===== src/rtl/counter_sequencer_pkg.sv =====
// Shared state encoding, default sizes and state decode helpers for the
// counter sequencer.
package counter_sequencer_pkg;

   localparam int DEF_WIDTH = 4;
   localparam int DEF_REP_W = 8;

   typedef enum logic [1:0] {
      S_IDLE = 2'd0,
      S_LOAD = 2'd1,
      S_RUN  = 2'd2,
      S_DONE = 2'd3
   } seq_state_t;

   // The sequencer owns the counter only while loading or running a period.
   function automatic logic state_busy(input seq_state_t s);
      return (s == S_LOAD) || (s == S_RUN);
   endfunction

endpackage


===== src/rtl/counter_sequencer.sv =====
// Sequencer for the universal counter: loads the preset, lets the counter run
// to carry-out, and repeats for a programmed number of periods with hold/abort.
module counter_sequencer
   import counter_sequencer_pkg::*;
#(
   parameter int WIDTH = DEF_WIDTH,
   parameter int REP_W = DEF_REP_W
) (
   input  logic             clk,
   input  logic             clear,
   input  logic             start,
   input  logic             stop,
   input  logic             hold,
   input  logic [WIDTH-1:0] preset,
   input  logic [REP_W-1:0] reps,
   output logic             busy,
   output logic             tick,
   output logic             done,
   output logic [REP_W-1:0] rep_cnt,
   output logic             ctr_load,
   output logic             ctr_count,
   output logic [WIDTH-1:0] ctr_din,
   input  logic             ctr_cout
);

   seq_state_t       state_reg, state_next;
   logic [WIDTH-1:0] preset_reg, preset_next;
   logic [REP_W-1:0] reps_reg, reps_next;
   logic [REP_W-1:0] rep_cnt_reg, rep_cnt_next;
   logic             tick_reg, tick_next;
   logic [REP_W:0]   rep_inc;
   logic             last_period;

   always_ff @(posedge clk or negedge clear) begin
      if (!clear) begin
         state_reg <= S_IDLE;
      end else begin
         state_reg <= state_next;
      end
   end

   always_ff @(posedge clk or negedge clear) begin
      if (!clear) begin
         preset_reg  <= '0;
         reps_reg    <= '0;
         rep_cnt_reg <= '0;
         tick_reg    <= 1'b0;
      end else begin
         preset_reg  <= preset_next;
         reps_reg    <= reps_next;
         rep_cnt_reg <= rep_cnt_next;
         tick_reg    <= tick_next;
      end
   end

   always_comb begin
      state_next   = state_reg;
      preset_next  = preset_reg;
      reps_next    = reps_reg;
      rep_cnt_next = rep_cnt_reg;
      tick_next    = 1'b0;
      // One extra bit so the final-period compare still works at reps = all-ones.
      rep_inc      = {1'b0, rep_cnt_reg} + 1'b1;
      last_period  = (reps_reg != '0) && (rep_inc == {1'b0, reps_reg});

      if (stop) begin
         state_next = S_IDLE;
      end else begin
         case (state_reg)
            S_IDLE: begin
               if (start) begin
                  state_next   = S_LOAD;
                  preset_next  = preset;
                  reps_next    = reps;
                  rep_cnt_next = '0;
               end
            end
            S_LOAD: begin
               state_next = S_RUN;
            end
            S_RUN: begin
               if (ctr_cout) begin
                  tick_next    = 1'b1;
                  // Continuous mode pins the count at all-ones instead of wrapping.
                  rep_cnt_next = rep_inc[REP_W] ? rep_cnt_reg : rep_inc[REP_W-1:0];
                  state_next   = last_period ? S_DONE : S_LOAD;
               end
            end
            S_DONE: begin
               state_next = S_IDLE;
            end
            default: begin
               state_next = S_IDLE;
            end
         endcase
      end
   end

   assign busy      = state_busy(state_reg);
   assign done      = (state_reg == S_DONE);
   assign tick      = tick_reg;
   assign rep_cnt   = rep_cnt_reg;
   assign ctr_load  = (state_reg == S_LOAD);
   assign ctr_count = (state_reg == S_RUN) && !hold;
   assign ctr_din   = preset_reg;

endmodule


===== config.mk =====
export PLATFORM = sky130hd
export DESIGN_NAME = counter_sequencer
export DESIGN_NICKNAME = d
export VERILOG_FILES = /design/src/rtl/counter_sequencer_pkg.sv /design/src/rtl/counter_sequencer.sv
export SDC_FILE = /design/constraint.sdc
export NUM_CORES = 1
export LEC_CHECK = 0
export CAP_MARGIN = 20
export CORE_AREA = 10 10 76 78
export DETAILED_ROUTE_END_ITERATION = 8
export DIE_AREA = 0 0 86 88
export SYNTH_ARGS = -nofsm -noshare
export SYNTH_HDL_FRONTEND = slang
export SYNTH_SLANG_ARGS = --single-unit

===== constraint.sdc =====
create_clock -name clk -period 3.22 [get_ports clk]
set_clock_uncertainty 0.1 [all_clocks]
set_input_delay 0.483 -clock clk [delete_from_list [all_inputs] [get_ports clk]]
set_output_delay 0.483 -clock clk [all_outputs]
set_load 0.01 [all_outputs]

# Word-level counts from Yosys, hierarchy flattened
# Index checks and enable logic that the tools add are counted.
# Widths: inputs -> output; s select.
# totals
out_inout_bits	17
register_bits	23
# op_classes
muxes	12
reduce_logical	10
bitwise	1
n_eq_ne	9
n_addsub	1
# ops
op	n
$mux 8	3
$pmux 8 s2	1
$add 8x1->9 const B	1
$eq 9x8->1	1
$mux 2	4
$pmux 2 s4	1
$reduce_bool 8->1	1
$ne 2x2->1 const B	3
$ne 3x3->1 const B	2
$reduce_and 5->1	1
$eq 2x2->1 const B	2
$mux 1	3
$reduce_and 3->1	1
$eq 2x1->1 const B	1
$logic_and 1x1->1	2
$logic_not 2->1	1
$reduce_and 2->1	1
$reduce_bool 2->1	1
$logic_not 1->1	1
$logic_or 1x1->1	1
$not 1->1	1

# Logic depth before layout (Yosys ltp)
# depth
depth_word	7
mapped_depth	8
ltp_nobuf	7

# Worst setup path after synthesis
# Ideal clock, no wire load.
# synth_path
path_kind	reg-to-reg
from	register rep_cnt_reg[0] (netlist: rep_cnt[0])
to	register rep_cnt_reg[1] (netlist: rep_cnt[1])
setup_slack_ns	1.385
t_arrival_ns	1.614
required_ns	2.999
setup_time_ns	0.121
path_stages_with_launch	6
cell_sequence	dfrtp_1 > ha_1 > nand3_2 > nor2_2 > a2111o_1 > a22o_1
# synth_between
elab_chain_cells	4
# synth_rtl
item	line	text
start: declaration	counter_sequencer.sv:29	logic [REP_W-1:0] rep_cnt_reg, rep_cnt_next;
start signal: assignment	counter_sequencer.sv:51	rep_cnt_reg <= rep_cnt_next;
$add 8x1->9 *	counter_sequencer.sv:63	rep_inc = {1'b0, rep_cnt_reg} + 1'b1;
$mux 8	counter_sequencer.sv:85	rep_cnt_next = rep_inc[REP_W] ? rep_cnt_reg : rep_inc[REP_W-1:0];
$mux 8	counter_sequencer.sv:82	if (ctr_cout) begin
$pmux 8 s2	counter_sequencer.sv:69	case (state_reg)
# Every way passes the cells marked *; elsewhere a longest branch is shown, timed or not. The select of a mux whose other input is x is not followed.
# A chain may end at the register's enable or synchronous reset.

# Worst setup path after layout
# layout_path
from	register state_reg[0]
to	output ctr_count
# layout_between
elab_chain_cells	2
# layout_rtl
item	line	text
start: declaration	counter_sequencer.sv:26	seq_state_t state_reg, state_next;
start signal: assignment	counter_sequencer.sv:38	state_reg <= state_next;
$eq 2x2->1	counter_sequencer.sv:104	assign ctr_count = (state_reg == S_RUN) && !hold;
$logic_and 1x1->1	counter_sequencer.sv:104	
end: declaration	counter_sequencer.sv:21	output logic ctr_count,
# Every way passes these cells.

==> impl_metrics.yaml <==
timing:
  finalCritPeriodShare_pct: 72.99
  worst_pin_slew_ns: 0.5801
  maxClockFrequency_ghz: 0.4255
  hold_violations: 0
  unrepaired_setup_endpoints_after_global_routing: "false"
  setup_viol: 0
  fin_crit_ns: 2.350
  slew-limit-headroom_pct: 61.21
  setup_tns_ns: 0
  final-max-slew-violation-count: 0
hold_path:
  min_delay_path_depth: 1
  hold-path-endpoint: "ctr_din[0]"
  worst_hold_startpoint: "ctr_din[0]"
  hold_class: "reg -> reg"
clocking:
  cts_root_buffer: "clkbuf_8"
  clock_path_buffers: 2
  holdBufCountCts: 0
  tritoncts: "built"
  cts_num_sinks: 23
  ctsHtreeMaxLevel: 1
  worstSkewPairLatency_ns: 0.26
  numCtsBuffers: 3
  cts.reportedPaths.clkPinSlew_ns: 0.08
  cts_repair_resize_count: 0
  cts_setup_buffers: 0
global_route:
  grt_start_max_net_pins: 24
  gr-total-overflow: 0
  grt_pass1_vias: 999
  grt_use_total_pct: 8.079
  grt_pass1_wl_um: 4912
  number_of_antenna_violations_at_the_first_check_in_global_routing: 0
cells_and_area:
  layout_common_cells: "clkdlybuf4s50_1 (34), dfrtp_1 (23), mux2_2 (12), o21ai_1 (9), nor2_1 (8)"
  post-route-cell-area_um2: 1724
  design.final.nets: 179
  most_frequent_standard_cell_in_the_layout_excluding_fill_and_tap_cells: "clkdlybuf4s50_1"
  number_of_filler_cells_placed_in_the_layout: 427
  flow.area_growth_from_synthesis_pct: 33.14
  antennaDiodeCount: 0
  post_layout_nonfiller_instances: 207
  multiInputGateArea_um2: 675.6
  final-seq-area_um2: 575.6
  drive_above_1_share_pct: 13.55
synthesis:
  netlist_area_um2: 1295
  async_flop_share_pct: 100.0
  synth_warnings: 0
  yosys_register_bits: 23
  synth_cells: 120
  postSynth.topFlopCell: "dfrtp_1"
  synth_edf_count: 0
  syn_area_per_cell_um2: 10.79
  synth_cell_types: 37
  ys_seq_area_share_pct: 44.44
  synthesis.nets: 143
critical_path:
  timing.critical_path.arrival_ns: 1.77
  worst-endpoint-required_ns: 2.64
  worst-setup-path-type: "reg -> out"
  cp-end-kind: "primary output"
  ff2ff_setup_slack_ns: 1.12
  crit_fanout: 5
  launch_instance_of_the_worst_register_to_register_path: "state_reg[1]"
  worst_setup_path_start_kind: "flip-flop"
  path_depth_of_the_worst_reg2reg_path: 7
  r2r_end: "rep_cnt[2]"
die:
  initial_core_util_pct: 30.16
  core_um2: 4294
  top_level_ports: 35
  chipHeight_um: 88
  std_cell_rows: 24
  floorplan.die_area_um2: 7568
  fp.dieW_um: 86
placement:
  gp_routability_congestion: 0.8960
  place_inst: 203
  placedInstanceArea_um2: 1679
  estimated_wirelength_of_the_detail_placed_design_um: 2466
  place.port_buffers: 34
drt:
  via_count: 1021
  vias_per_cell: 4.932
  drtIter0Drc: 61
  drt.antenna.violating_nets: 0
  drc: 0
  post_drt_wl_per_cell_um: 14.93
  drt_wl_total_um: 3090
  drt_pre_antenna_iters: 4
power:
  power.static_leakage_nw: 0.7382
  power.density_cell_area_nw_per_um2: 627.8
  ir_drop_uv: 181.4
outcome:
  run_status: "complete, no violations"
flow_run:
  max_cap_violations: 0
-- stage by stage --
step	hold slack [ns]	total power, mW	utilization (%)	setup slack [ns]
finish	0.4104	1.082	40.15	0.8698
floorplan	0.08741	0.7302	-	1.385
CTS	0.4170	1.098	40.15	0.8513
global route	0.4309	1.160	40.15	0.7785
detailed placement	0.3999	0.9182	39.10	0.8980
global placement	0.3883	0.9005	39.10	0.8839
-- routing by layer --
layer	vias to the layer above	wire (um)	track usage (%)	share of wire [%]
li1	498	-	-	-
met1	486	1227	8.719	40
met2	30	1557	13.66	50
met3	7	241	3.157	7.8
met4	0	63	3.743	2.0
met5	-	0	0	0
-- cell usage after synthesis (2+ instances only) --
library cell | number | area, um^2
xor2_1 | 6 | 52.55
ha_1 | 5 | 62.56
nor3_1 | 3 | 15.01
nor3b_1 | 2 | 15.01
inv_1 | 4 | 15.01
and3_1 | 2 | 12.51
mux2_2 | 12 | 135.1
buf_2 | 2 | 10.01
dfrtp_1 | 23 | 575.6
a21o_1 | 2 | 15.01
nand2_1 | 4 | 15.01
nor2b_1 | 2 | 12.51
o31ai_1 | 2 | 15.01
nand3_1 | 4 | 20.02
xnor2_1 | 6 | 52.55
o21ai_0 | 5 | 25.02
nor2_1 | 8 | 30.03
o21ai_1 | 9 | 45.04
-- final cells by class --
| class | instances | share of cell area (%) |
|---|---|---|
| inverter | 4 | 0.8708 |
| timing repair buffer | 35 | 20.17 |
| clock buffer | 4 | 2.612 |
| multi-input combinational | 89 | 39.19 |
| tap | 52 | 3.774 |
| sequential | 23 | 33.38 |
-- how the worst max path moves through the flow --
stage	start	to	cells after the start
after floorplan	rep_cnt[0]	rep_cnt[1]	5
after CTS	state_reg[0]	ctr_count	5
after global routing	state_reg[0]	ctr_count	5
final	state_reg[0]	ctr_count	5
after detailed placement	start	rep_cnt[2]	6
after global placement	start	rep_cnt[2]	6
-- worst max-delay path, cell delays in order, from the launching register on --
cell	delay, ns
dfrtp_1	0.41
inv_1	0.14
ha_1	0.25
inv_1	0.08
nor2_1	0.10
clkdlybuf4s50_1	0.54
-- power breakdown --
part | internal (mW) | switching (mW)
registers | 0.379 | 0.0822
logic | 0.252 | 0.189
clock network | 0.0883 | 0.0919
total | 0.720 | 0.363
-- cell families after synthesis --
family                     count (synthesis)  share of synthesized area (%)
AOI/OAI and AO/OA                         26                          13.14
xor gates and xnor gates                  12                          8.116
adders and majority gates                  5                          4.831
buffers and inverters                      8                          3.381
DFF                                       23                          44.44
muxes                                     12                          10.43
and+or+nand+nor                           34                          15.65
Note: power is estimated with default switching activity, not from simulation.
